[config.mk]
export PLATFORM = sky130hd
export DESIGN_NAME = tns_enc_03_seq
export DESIGN_NICKNAME = d
export VERILOG_FILES = /design/src/rtl/tns_enc_03_seq.sv
export SDC_FILE = /design/constraint.sdc
export NUM_CORES = 1
export LEC_CHECK = 0
export CAP_MARGIN = 5
export CORE_MARGIN = 2
export CORE_UTILIZATION = 53
export DETAILED_ROUTE_END_ITERATION = 8
export DONT_BUFFER_PORTS = 1
export PLACE_DENSITY = 0.71
export SLEW_MARGIN = 20
export SYNTH_ARGS = -nofsm -noshare
export SYNTH_HDL_FRONTEND = slang
export SYNTH_SLANG_ARGS = --single-unit
[constraint.sdc]
create_clock -name clk -period 2.08 [get_ports clk]
set_clock_uncertainty 0.1 [all_clocks]
set_input_delay 0.416 -clock clk [delete_from_list [all_inputs] [get_ports clk]]
set_output_delay 0.416 -clock clk [all_outputs]
set_load 0.02 [all_outputs]
[src/rtl/tns_enc_03_seq.sv]
// Sequential greedy encoder: binary word -> 3-bit TNS codeword {A,B,C}, one weight per cycle.
// Optional TNS_ENC_STAT_EN adds a saturating err_cnt output counting errored output handshakes.
module tns_enc_03_seq #(
  parameter int unsigned BLEN = 4,
  parameter int unsigned W_A  = 3,
  parameter int unsigned W_B  = 2,
  parameter int unsigned W_C  = 1
) (
  input  logic            clk,
  input  logic            rst,
  input  logic            in_valid,
  output logic            in_ready,
  input  logic [BLEN-1:0] datain,
  output logic            out_valid,
  input  logic            out_ready,
  output logic [2:0]      codeout,
  output logic            err
`ifdef TNS_ENC_STAT_EN
  ,
  output logic [15:0]     err_cnt
`endif
);

  typedef enum logic [2:0] {IDLE, S_A, S_B, S_C, OUT} state_t;

  localparam logic [BLEN-1:0] WA = BLEN'(W_A);
  localparam logic [BLEN-1:0] WB = BLEN'(W_B);
  localparam logic [BLEN-1:0] WC = BLEN'(W_C);

  state_t          state_q, state_d;
  logic [BLEN-1:0] rem_q, rem_d;
  logic [1:0]      bits_q, bits_d;   // working A/B bits; C goes straight to codeout
  logic [2:0]      codeout_q, codeout_d;
  logic            err_q, err_d;
  logic            out_valid_q, out_valid_d;

  logic [BLEN-1:0] w_sel;
  logic [BLEN-1:0] rem_sub;
  logic            ge;

  always_comb begin
    w_sel = '0;
    case (state_q)
      S_A:     w_sel = WA;
      S_B:     w_sel = WB;
      S_C:     w_sel = WC;
      default: w_sel = '0;
    endcase
    ge      = (rem_q >= w_sel);
    rem_sub = rem_q - w_sel;
  end

  always_comb begin
    state_d     = state_q;
    rem_d       = rem_q;
    bits_d      = bits_q;
    codeout_d   = codeout_q;
    err_d       = err_q;
    out_valid_d = out_valid_q;
    case (state_q)
      IDLE: begin
        if (in_valid) begin
          rem_d   = datain;
          bits_d  = '0;
          state_d = S_A;
        end
      end
      S_A: begin
        bits_d[1] = ge;
        if (ge) rem_d = rem_sub;
        state_d = S_B;
      end
      S_B: begin
        bits_d[0] = ge;
        if (ge) rem_d = rem_sub;
        state_d = S_C;
      end
      S_C: begin
        // Outputs are only published here, so they stay stable through OUT.
        codeout_d   = {bits_q, ge};
        err_d       = ((ge ? rem_sub : rem_q) != '0);
        rem_d       = ge ? rem_sub : rem_q;
        out_valid_d = 1'b1;
        state_d     = OUT;
      end
      OUT: begin
        if (out_ready) begin
          out_valid_d = 1'b0;
          state_d     = IDLE;
        end
      end
      default: state_d = IDLE;
    endcase
  end

  always_ff @(posedge clk) begin
    if (rst) begin
      state_q     <= IDLE;
      rem_q       <= '0;
      bits_q      <= '0;
      codeout_q   <= '0;
      err_q       <= 1'b0;
      out_valid_q <= 1'b0;
    end else begin
      state_q     <= state_d;
      rem_q       <= rem_d;
      bits_q      <= bits_d;
      codeout_q   <= codeout_d;
      err_q       <= err_d;
      out_valid_q <= out_valid_d;
    end
  end

  assign in_ready  = (state_q == IDLE) && !rst;
  assign out_valid = out_valid_q;
  assign codeout   = codeout_q;
  assign err       = err_q;

`ifdef TNS_ENC_STAT_EN
  logic [15:0] err_cnt_q, err_cnt_d;

  always_comb begin
    err_cnt_d = err_cnt_q;
    if ((state_q == OUT) && out_ready && err_q && (err_cnt_q != 16'hFFFF))
      err_cnt_d = err_cnt_q + 16'd1;
  end

  always_ff @(posedge clk) begin
    if (rst) err_cnt_q <= '0;
    else     err_cnt_q <= err_cnt_d;
  end

  assign err_cnt = err_cnt_q;
`endif

endmodule

# Word level (Yosys, flattened, before mapping)
# Cells that the tools add are included.
# classes
n_eq_ne	6
n_addsub	1
muxes	12
reduce_logical	14
magnitude_cmp	1
# op_table
operator	count
$pmux W3 S5	1
$reduce_and A2 Y1	5
$mux W4	2
$pmux W4 S2	1
$reduce_bool A2 Y1	4
$eq A3 B2 Y1 const B	2
$mux W3	2
$pmux W1 S2	3
$pmux W2 S3	1
$ge A4 B4 Y1	1
$ne A2 B2 Y1 const B	2
$reduce_bool A4 Y1	1
$sub A4 B4 Y4	1
$eq A3 B1 Y1 const B	1
$eq A3 B3 Y1 const B	1
$logic_not A3 Y1	1
$reduce_or A3 Y1	1
$mux W2	1
$logic_and A1 B1 Y1	1
$logic_not A1 Y1	1
$mux W1	1
# word_totals
output_inout_bits	6
register_bits	14
word_cells	41

# Logic depth before layout (Yosys ltp)
# Gate-level depths: netlist (run 1).
# logic_depth
ltp_word	5
ltp_mapped	9
ltp_nobuf	8

# Worst setup path before layout (run 1)
# OpenSTA, ideal clock, no wires.
# synth_timing
kind	reg-to-reg
start	register state_q[0]
end	register err_q, in the netlist err
arrival_time_ps	2035
required_ps	1846
path_buffers	2
period_less_slack_ps	2269
path_slack_ps	-189
path_stages_with_launch	10
setup_time_ps	134
cell_sequence	dfxtp_1 -> buf_6 -> and2b_2 -> buf_2 -> ha_1 -> fa_1 -> nor3b_1 -> a211o_1 -> a211oi_1 -> a211oi_1
# synth_between
elab_chain_cells	5
# synth_lines
item	line_no	rtl
start, declared	30	state_t state_q, state_d;
start signal, assigned	105	state_q <= state_d;
$eq A3 B2 Y1, or another cell as far along	43, 60	
$pmux W2 S3	43	case (state_q)
$sub A4 B4 Y4 or $ge A4 B4 Y1 (tied branches)	50, 49	
$mux W4	--	
$reduce_bool A4 Y1	81	err_d = ((ge ? rem_sub : rem_q) != '0);
end signal, assigned	109	err_q <= err_d;
end, declared	34	logic err_q, err_d;
# Parallel ways exist; a longest one is shown, timed or not.
# A chain may end at the register's enable or synchronous reset.

# Worst setup path after layout (run 1)
# Ends and elaborated chain as after synthesis.

==> summary.md, run 1 <==
| Metric | Value |
|---|---|
| DRC viols | 0 |
| Post-synth ARST share | 0% |
| Initial DRC count | 16 |
| Final period utilization | 98.5% |
| Routed WL | 1.77 mm |
| Final hold violation count | 0 |
| P_sw | 0.329 mW |
| Critical path required time | 2.15 ns |
| Crit path depth | 7 |
| Bufs and invs on worst path | 1 |
| Clk root buf | clkbuf_4 |
| Placed Instance Area | 838 sq um |
| Slew @ Worst Pin | 0.493 ns |
| Global-route wire length before repair | 3.02 mm |
| Layout area overhead | 17.5% |
| Core Area | 0.00133 sq mm |
| CP delay by family, top | adder cells |
| Metal-1 WL | 849 um |
| Die width | 42.4 um |
| Routability cong. | 0.801 |
| Grt ovf | 0 |
| Vias in the first global route | 641 |
| ANT cells | 0 |
| Min cycle time layout | 2.05 ns |
| Final setup viols | 0 |
| HP Start | rst |
| Routed len/inst | 15.2 um |
| Mapped Nets | 104 |
| I/O Buffers | 0 |
| Cell area after synthesis | 781 sq um |
| Sink of the worst hold path | state_q[2] |
| Pwr per Cell Area | 987 mW/mm^2 |
| Layout cells sized above 1 | 24.5% |
| Worst Path Arrival | 2.12 ns |
| Post-synth EDFFs | 0 |
| DR pass1 iterations | 4 |
| Chip Height | 42.4 um |
| Die area | 0.00180 sq mm |
| Placed Cells | 111 |
| Met3 WL post-DR | 109 um |
| Initial antenna violation count | 0 |
| Path category of the worst min-delay check | input pin to register |
| Finished Core Util | 68.8% |
| CP Class | register to register |
| Setup_tns | 0 ns |
| Gate Count Post-Synth | 93 |
| DP HPWL | 1.24 mm |
| Post-cts hold buffer count | 0 |
| Slowest library cell on the worst path | fa_2 |
| Ports | 14 |
| Worst setup SP type | register |
| Clock power frac | 21.9% |
| Dominant synthesized flop cell | dfxtp_1 |
| Register area share after synthesis | 35.9% |
| Status | complete, no violations |
| Row cnt | 13 |
| Syn Area/Cell | 8.40 sq um |
| Most frequent cells in the layout | nor2_1, dfxtp_1, buf_4 |
| Leak | 0.368 nW |
| Via/cell ratio | 6.01 |
| R2r startpoint | state_q[0] |
| Fin area | 917 sq um |
| Overall Global Routing Usage | 22.4% |
| Total number of vias | 703 |
| Synth Register Bits | 14 |
| TritonCTS clock tree | built |
| Top routing layer used | met4 |
| Cell Chain, Critical Path | and2b_2 -> ha_4 -> fa_2 -> inv_2 -> a211o_1 -> a211oi_2 -> a211oi_1 |
| RSZ-0062 raised after global routing | true |
| Synth warn | 0 |
| Clk buf depth | 2 |
| Clock Sinks | 14 |
| Highest cell delay on the worst timing path | 0.52 ns |
| F_max | 0.488 GHz |
| Initial Util | 58.5% |
| Cts bufs inserted | 3 |
| ANT nets after route | 0 |
| FF-to-FF path depth | 7 |
| Relative slew slack | 67.0% |
| Crit-path max FO | 5 |
| Reg2Reg Capture Point | err |
| Gate power share | 41.4% |
| Internal power | 0.576 mW |
| Max IR drop VDD | 0.455 mV |
| DR WL met2 | 801 um |
| Reg2reg setup slack | 0.03 ns |
| Worst skew pair latency | 0.28 ns |
| Largest net degree at the start of global routing | 16 |
| Unique masters post-synth | 28 |
| Max Slew Vio Count | 0 |
| # Max-Cap Violations | 0 |
| Final Non-Filler Cells | 117 |
| Reg power frac | 36.7% |
| Switching share of power | 36.3% |
| # nets final | 114 |
| CTS H-tree depth | 1 |
| Hold Path Depth | 1 |
| Clock transition at path regs | 0.09 ns |
| Nature of the critical path endpoint | register |
## cells in the mapped netlist, types with 2 or more instances
cell / instances / area (sq um)
dfxtp_1: 14 / 280
nor2b_1: 3 / 18.8
a21oi_1: 8 / 40.0
nor3b_1: 2 / 15.0
mux2i_1: 2 / 20.0
buf_6: 2 / 22.5
nand2_1: 6 / 22.5
nor4_1: 3 / 18.8
inv_1: 7 / 26.3
nand3b_1: 2 / 15.0
ha_1: 2 / 25.0
nand3_1: 2 / 10.0
o21ai_0: 2 / 10.0
nor3_1: 4 / 20.0
nor2_1: 12 / 45.0
a211oi_1: 9 / 67.6
buf_2: 2 / 10.0
## per-layer routing
| metal | vias up | track usage (%) |
|---|---|---|
| met4 | 0 | 5.63 |
| met1 | 325 | 31.8 |
| met5 | - | 0 |
| li1 | 355 | - |
| met3 | 2 | 7.76 |
| met2 | 21 | 32.3 |
## cell families after synthesis
logic type | after synthesis | synth area share, %
adders and majority gates | 3 | 5.77
DFF | 14 | 35.9
buffers and inverters | 12 | 8.01
muxes | 2 | 2.56
xor gates and xnor gates | 2 | 2.24
and+or+nand+nor | 37 | 26.1
AOI/OAI and AO/OA | 23 | 19.4
## registers in the layout (all words and copies together), names as in the netlist
| name | cells |
|---|---|
| state_q | 3 |
| codeout | 3 |
| out_valid | 1 |
| err | 1 |
| rem_q | 4 |
| bits_q | 2 |
## per-stage QoR
step           total power [mW]  setup WS [ns]  hold slack [ns]
6_report                  0.905         0.0319           0.0866
2_1_floorplan             0.592        -0.0988            0.343
4_1_cts                   0.865        0.00140           0.0792
5_1_grt                   0.973        -0.0433           0.0620
3_3_place_gp              0.653         0.0516            0.352
3_5_place_dp              0.662         0.0180            0.367
## power by group through the flow
stage | Sequential (mW) | Clock, mW | Combinational (mW)
2_1_floorplan | 0.329 | 0 | 0.263
3_3_place_gp | 0.333 | 0 | 0.320
3_5_place_dp | 0.335 | 0 | 0.326
4_1_cts | 0.329 | 0.209 | 0.328
5_1_grt | 0.337 | 0.219 | 0.418
6_report | 0.332 | 0.198 | 0.375
## worst max path at each step
stage	start	endpoint	slack, ns
finish	state_q[0]	err	0.03
global route	state_q[0]	err	-0.04
CTS	state_q[0]	err	0.001
detailed placement	state_q[0]	err	0.02
global placement	state_q[2]	err	0.05
floorplan	state_q[0]	err	-0.1
## area by class of cell
cell class	count	area [sq um]
inverters	7	26.3
clock buffers	4	36.3
well taps	15	18.8
flip-flops and latches	14	285
repair buffers	10	75.1
fillers	115	417
multi-input cells	67	475
## what timing repair did
action                     CTS  global route
hold endpoints to repair     0             0
resized for setup            0             9
buffers inserted             0             2
setup endpoints to repair    0             7
Power figures use the tool's default switching activity.
==> inputs of run 2 (changes only) <==
HOLD_SLACK_MARGIN = 0.1   (was default)
==> run 2 against run 1 <==
  * Clock power up 2%
  * Non-clock buffer count up 5
  * Hold slack better by 0.0011 ns
  * Global-route usage up 1.7 points
  * Register-to-register slack about the same
  * Fmax down 0.51%
  * Via count up 2.7%
  * Sequential power about the same
  * First-iteration DRC count down 50%
  * Clock-buffer cell count unchanged
  * Final cell count up 4.3%
  * Critical path type unchanged
==> summary.md, run 2 (synthesis gave the netlist of run 1 again) <==
| Metric | Value |
|---|---|
| Path category of the worst min-delay check | input pin to register |
| Global-route wire length before repair | 3.26 mm (+8.0%) |
| Worst Path Arrival | 2.14 ns (+0.02 ns) |
| F_max | 0.486 GHz (-0.51%) |
| Largest Register | rem_q |
| CTS H-tree depth | 1 (unchanged) |
| Layout area overhead | 23.7% |
| Initial Util | 58.5% (unchanged) |
| Grt ovf | 0 (unchanged) |
| ANT nets after route | 0 (unchanged) |
| CP Class | register to register |
| Nature of the critical path endpoint | register |
| Final hold violation count | 0 (unchanged) |
| Cts bufs inserted | 3 (unchanged) |
| Crit-path max FO | 5 (unchanged) |
| Clock transition at path regs | 0.10 ns (about the same) |
| DP HPWL | 1.24 mm (unchanged) |
| Initial antenna violation count | 0 (unchanged) |
| Clk buf depth | 2 (unchanged) |
| # nets final | 119 (+4.4%) |
| Initial DRC count | 8 (-8) |
| Die area | 0.00180 sq mm (unchanged) |
| Total number of vias | 722 (+2.7%) |
| Routability cong. | 0.801 (unchanged) |
| Area of the multi-input gates | 472 sq um (-0.79%) |
| Core Area | 0.00133 sq mm (unchanged) |
| Vias in the first global route | 682 (+6.4%) |
| Slew @ Worst Pin | 0.491 ns (-0.00171 ns) |
| TritonCTS clock tree | built |
| Final setup viols | 0 (unchanged) |
| FF+latch area | 285 sq um (unchanged) |
| Row cnt | 13 (unchanged) |
| Worst skew pair latency | 0.29 ns (about the same) |
| Layout cells sized above 1 | 21.5% (-3.0 points) |
| Routed WL | 1.88 mm (+5.9%) |
| DR pass1 iterations | 4 (unchanged) |
| Largest net degree at the start of global routing | 16 (unchanged) |
| Chip Height | 42.4 um (unchanged) |
| Clock Sinks | 14 (unchanged) |
| Relative slew slack | 67.1% (+0.11 points) |
| Most frequent cells in the layout | nor2_1, dfxtp_1, buf_4 |
| Ports | 14 (unchanged) |
| Placed Cells | 111 (unchanged) |
| DRC viols | 0 (unchanged) |
| I/O Buffers | 0 (unchanged) |
| Number of flip-flops in the largest register | 4 (unchanged) |
| Finished Core Util | 72.4% (+3.7 points) |
| Worst setup SP type | register |
| Max Slew Vio Count | 0 (unchanged) |
| # Max-Cap Violations | 0 (unchanged) |
| Reg2reg setup slack | 0.02 ns (about the same) |
| Min cycle time layout | 2.06 ns (+0.0105 ns) |
| Via/cell ratio | 5.92 (-1.5%) |
| Status | complete, no violations |
| Die width | 42.4 um (unchanged) |
| Clk root buf | clkbuf_4 |
| Filler instances | 115 (unchanged) |
| Routed len/inst | 15.4 um (+1.6%) |
| Leak | 0.403 nW (+9.4%) |
| Post-cts hold buffer count | 6 (+6) |
| Critical path required time | 2.16 ns (about the same) |
| ANT cells | 0 (unchanged) |
| Pwr per Cell Area | 936 mW/mm^2 (-5.1%) |
| Max IR drop VDD | 0.458 mV (+0.72%) |
| Overall Global Routing Usage | 24.2% (+1.7 points) |
| Final Non-Filler Cells | 122 (+4.3%) |
| Final period utilization | 99.0% (+0.51 points) |
| RSZ-0062 raised after global routing | true |
run 2: cell type report:
cell class	instances	area share, %
multi-input cells	67	48.8
flip-flops and latches	14	29.5
repair buffers	15	13.2
clock buffers	4	3.76
inverters	7	2.72
well taps	15	1.94
run 2: what timing repair did:
action | in CTS | in global routing
resized for setup | 0 | 8
endpoints found under the setup margin | 0 | 7
buffers inserted | 0 | 1
endpoints found under the hold margin | 14 | 8
run 2: metrics by stage:
stage	TNS, ns	hold WS, ns	setup WS [ns]	power [mW]	cell area, sq um
3_5_place_dp	0	0.367	0.0180	0.662	838
6_report	0	0.0877	0.0213	0.905	966
4_1_cts	0	0.0829	0.00140	0.874	935
3_3_place_gp	0	0.352	0.0516	0.653	838
5_1_grt	-0.0606	0.0709	-0.0606	0.969	966
2_1_floorplan	-0.104	0.343	-0.0988	0.592	802
run 2: final timing paths:
kind              startpoint        end  cells after the start
setup / recovery  state_q[0]        err                      7
hold / removal           rst   rem_q[1]                      1
setup reg to reg  state_q[0]        err                      7
hold reg to reg    bits_q[0]  bits_q[0]                      2
run 2: worst max-delay path: stages, from the launching register on:
cell	delay, ns
dfxtp_4	0.37
and2b_2	0.22
ha_4	0.16
fa_2	0.35
nor3b_4	0.17
a211o_1	0.32
a211oi_2	0.17
a211oi_1	0.09
run 2: report_power, final:
part	switching, mW	internal [mW]	leakage, nW	total (mW)
clock network	0.0959	0.107	0.0210	0.202
registers	0.0339	0.298	0.116	0.332
logic	0.199	0.171	0.266	0.371
run 2: metal layers:
layer  wire (um)  global-route usage (%)  vias to the layer above
met2         858                    35.4                       14
met4          14                    5.63                        0
li1            -                       -                      361
met1         915                    34.4                      345
met3          90                    7.76                        2
met5           0                       0                        -
==> inputs of run 3 (changes only) <==
SKIP_CTS_REPAIR_TIMING = 1   (was default)
==> run 3 against run 2 <==
  * Die area stayed put
  * Global-route usage fell by 1.7 points
  * Register-to-register slack hardly changed
  * Largest cell class unchanged
  * First-iteration DRC count increased to 2.6 times the previous value
  * Clock power hardly changed
  * Critical endpoint unchanged
  * Critical path depth unchanged
==> summary.md, run 3 (synthesis gave the netlist of run 1 again) <==
| Metric | Value |
|---|---|
| Status | complete, no violations |
| DR pass1 iterations | 7 (+3) |
| Routed WL | 1.88 mm (+0.16%) |
| Cts bufs inserted | 3 (unchanged) |
| Path category of the worst min-delay check | input pin to register |
| Die width | 42.4 um (unchanged) |
| DRC viols | 0 (unchanged) |
| Clk buf depth | 2 (unchanged) |
| Slew @ Worst Pin | 0.491 ns (-0.000565 ns) |
| Global-route wire length before repair | 3.02 mm (-7.4%) |
| Reg2reg setup slack | 0.03 ns (about the same) |
| CP Class | register to register |
| # Max-Cap Violations | 0 (unchanged) |
| Final hold violation count | 0 (unchanged) |
| Worst skew pair latency | 0.29 ns (about the same) |
| Min cycle time layout | 2.05 ns (-0.00639 ns) |
| Largest net degree at the start of global routing | 16 (unchanged) |
| Chip Height | 42.4 um (unchanged) |
| Number of flip-flops in the largest register | 4 (unchanged) |
| Layout cells sized above 1 | 23.4% (+1.9 points) |
| Initial antenna violation count | 0 (unchanged) |
| ANT cells | 0 (unchanged) |
| Worst Path Arrival | 2.13 ns (about the same) |
| Slowest library cell on the worst path | fa_2 |
| ANT nets after route | 0 (unchanged) |
| Tot Pwr | 0.920 mW (+1.7%) |
| Grt ovf | 0 (unchanged) |
| Final period utilization | 98.7% (-0.31 points) |
| Max Slew Vio Count | 0 (unchanged) |
| Routability cong. | 0.801 (unchanged) |
| Critical path required time | 2.16 ns (about the same) |
| I/O Buffers | 0 (unchanged) |
| Core Area | 0.00133 sq mm (unchanged) |
| P_sw | 0.337 mW (+2.3%) |
| Die area | 0.00180 sq mm (unchanged) |
| Internal power | 0.583 mW (+1.4%) |
| Relative slew slack | 67.2% (about the same) |
| Layout area overhead | 23.9% |
| Finished Core Util | 72.5% (+0.094 points) |
| RSZ-0062 raised after global routing | true |
| Worst setup SP type | register |
| Leak | 0.401 nW (-0.46%) |
| Switching share of power | 36.6% (+0.21 points) |
| Most frequent cells in the layout | nor2_1, dfxtp_1, buf_4 |
| Setup slack at placement | 0.0180 ns (unchanged) |
| Via/cell ratio | 6.06 (+2.4%) |
| TritonCTS clock tree | built |
| F_max | 0.487 GHz (+0.31%) |
| PnR worst setup slack | 0.0277 ns (+0.00639 ns) |
| Cell Chain, Critical Path | and2b_2 -> ha_4 -> fa_2 -> inv_2 -> a211o_1 -> a211oi_2 -> a211oi_1 |
| Total number of vias | 739 (+2.4%) |
| Crit-path max FO | 5 (unchanged) |
| Clock transition at path regs | 0.09 ns (about the same) |
| Final setup viols | 0 (unchanged) |
| Pwr per Cell Area | 951 mW/mm^2 (+1.6%) |
| CTS H-tree depth | 1 (unchanged) |
| Initial DRC count | 21 (+13) |
| Max IR drop VDD | 0.466 mV (+1.8%) |
| Clock Sinks | 14 (unchanged) |
| Ports | 14 (unchanged) |
| Routed len/inst | 15.4 um (+0.16%) |
| Clock power frac | 22.0% (-0.4 points) |
| Clk root buf | clkbuf_4 |
| Highest cell delay on the worst timing path | 0.52 ns (+0.15 ns) |
| DP HPWL | 1.24 mm (unchanged) |
| Reg power frac | 36.1% (-0.6 points) |
| Gate power share | 41.9% (+0.9 points) |
| Largest Register | rem_q |
| Initial Util | 58.5% (unchanged) |
| # nets final | 119 (unchanged) |
| Hold WS | 0.0865 ns (-0.00115 ns) |
| Overall Global Routing Usage | 22.4% (-1.7 points) |
| Nature of the critical path endpoint | register |
| Vias in the first global route | 641 (-6.0%) |
| Row cnt | 13 (unchanged) |
## run 3: cell types whose count changed in the layout (fill, tap and decap cells not counted), sizes merged
cell	before	now
buf	9	10
dlygate4sd3	6	5
## run 3: worst paths after layout
check	startpoint	depth (start not counted)	end
setup / recovery	state_q[0]	7	err
hold / removal	rst	1	rem_q[1]
setup reg to reg	state_q[0]	7	err
hold reg to reg	bits_q[0]	2	bits_q[0]
## run 3: per-stage QoR
stage | cells | area [sq um] | setup TNS [ns]
2_1_floorplan | 93 | 802 | -0.104
3_3_place_gp | 111 | 838 | 0
3_5_place_dp | 111 | 838 | 0
4_1_cts | 115 | 875 | 0
5_1_grt | 122 | 967 | -0.0368
6_report | 122 | 967 | 0
## run 3: final cells by class
| cell class | instances | area, sq um |
|---|---|---|
| Sequential cell | 14 | 285 |
| Timing Repair Buffer | 15 | 125 |
| Inverter | 7 | 26.3 |
| Fill cell | 114 | 367 |
| Multi-Input combinational cell | 67 | 475 |
| Clock buffer | 4 | 36.3 |
| Tap cell | 15 | 18.8 |
## run 3: layer usage
metal,track usage (%),share of wire (%),wire [um]
met5,0,0,0
met4,5.63,0.74,14
met3,7.76,6.7,126
met2,32.3,45,845
met1,31.8,48,896
## run 3: power groups by stage
stage	Clock, mW	Combinational, mW	Sequential (mW)
6_report	0.202	0.385	0.333
5_1_grt	0.219	0.427	0.337
4_1_cts	0.209	0.328	0.329
3_5_place_dp	0	0.326	0.335
3_3_place_gp	0	0.320	0.333
2_1_floorplan	0	0.263	0.329
## run 3: worst max-delay path, delay by kind of cell, from the launching register on
kind / cells / cell delay [ns]
AOI/OAI and AO/OA: 3 / 0.54
adders and majority gates: 2 / 0.68
buffers and inverters: 1 / 0.04
DFF: 1 / 0.37
and+or+nand+nor: 1 / 0.22
==> variant: new RTL, flow settings as in run 2 <==
Put one more register stage on the output `err`, with the module's reset. The value now appears one clock later. The other outputs are not delayed to match.
--- a/src/rtl/tns_enc_03_seq.sv
+++ b/src/rtl/tns_enc_03_seq.sv
@@ -116,3 +116,9 @@
   assign codeout   = codeout_q;
-  assign err       = err_q;
+  always_ff @(posedge clk) begin
+    if (rst) begin
+      err <= '0;
+    end else begin
+      err <= err_q;
+    end
+  end
 
Check against the original RTL: not equivalent (Yosys sat finds a counterexample within 10 cycles, from zero or initial values and one cycle with rst high).
==> variant against run 2 <==
The run now ends with negative setup slack left. Utilization increased by 4.8 points. Setup slack got worse by 0.082 ns. Area after synthesis increased by 0.48%. Power increased by 2.6%. Sequential share of layout area about the same. Non-clock buffer count increased by 5. Sequential cell count increased by 1. Final area increased by 6.6%. Wire length increased by 12%.
==> variant: results <==
[finish]
final_layout_size_suffix_gt1_frac = 0.2719
instances_no_fill = 129

[critical_path]
slowest_delay_ns = 0.40
path_max_fanout = 4
r2r-end = err_q
cp.arrival_ns = 2.25
crit_slowest_cell = or3b_4

[detailed_routing]
finalWirelength_um = 2102
wl_met1_um = 860
met2WireLength_um = 1044
wl_met3_um = 175
vias = 798
drc = 0
first_iter_violations = 43

[logic_synthesis]
synth_area_per_cell_um2 = 8.258
synth_fa_ha_area_frac = 0.05742
synth_commonest_cells = nor2_1 (16), dfxtp_1 (15), nand2_1 (8)
muxShareOfSynthArea = 0.01276
synth_nets = 106
synth_xor_area_frac = 0.02233
synth_area_leaders = dfxtp_1 (38%), nor2_1 (7.7%), a21oi_1 (3.8%)
ys_types = 33
seq_area_frac_synth = 0.3828
synth_compound_area_frac = 0.2504

[sta]
setup_slack_ns = -0.06028
report.final.setup_viol = 3
hold_slack_ns = 0.07534
final.setup.tns_ns = -0.1368
tightest_slew_ns = 0.5089

[grt]
met1_usage = 0.3262
grtUsageMet3 = 0.06897
grt_usage = 0.2542
met2_usage = 0.3969
grt_pass1_vias = 777
grt_max_degree = 17
grt_pass1_wl_um = 3463

[placement]
gp_congestion = 0.8776
dpl_cell_area_um2 = 882.1
dp_hpwl_um = 1375
dp.cells = 115
preCtsSetupSlack_ns = -0.1316

[pwr]
p_sw_frac = 0.3598
ir_drop_mv = 0.5106
combPwrFrac = 0.432
pwr-share-clk = 0.191
total_leakage_power_nw = 0.4217
power_density_nw_per_um2 = 900.9

[min_path]
min_to = rem_q[0]

[cts]
insertion_delay_ns = 0.29
hold_buffers = 7

[run_status]
status = finished with violations
violations = negative setup slack
==> variant: worst max path at each step <==
| stage | end | cells after the start | startpoint |
|---|---|---|---|
| 3_5_place_dp | rem_q[3] | 7 | state_q[2] |
| 2_1_floorplan | rem_q[1] | 10 | state_q[0] |
| 3_3_place_gp | rem_q[3] | 7 | state_q[2] |
| 6_report | err_q | 7 | state_q[0] |
| 4_1_cts | err_q | 7 | state_q[0] |
| 5_1_grt | err_q | 7 | state_q[0] |
==> variant: cell type report <==
cell class / count / area (µm²)
Clock inverter: 1 / 5.005
Inverter: 3 / 11.26
Clock buffer: 3 / 22.52
Timing Repair Buffer: 20 / 171.4
Tap cell: 15 / 18.77
Multi-Input combinational cell: 72 / 496.7
Fill cell: 94 / 304.0
Sequential cell: 15 / 304.0
==> variant: what timing repair did <==
item                                   4_1_cts  5_1_grt
pin swaps                                    3        6
endpoints found under the hold margin       15        8
setup endpoints to repair                    6        7
gates resized for setup                      4        5
cloned                                       0        0
buffers inserted                             2        1
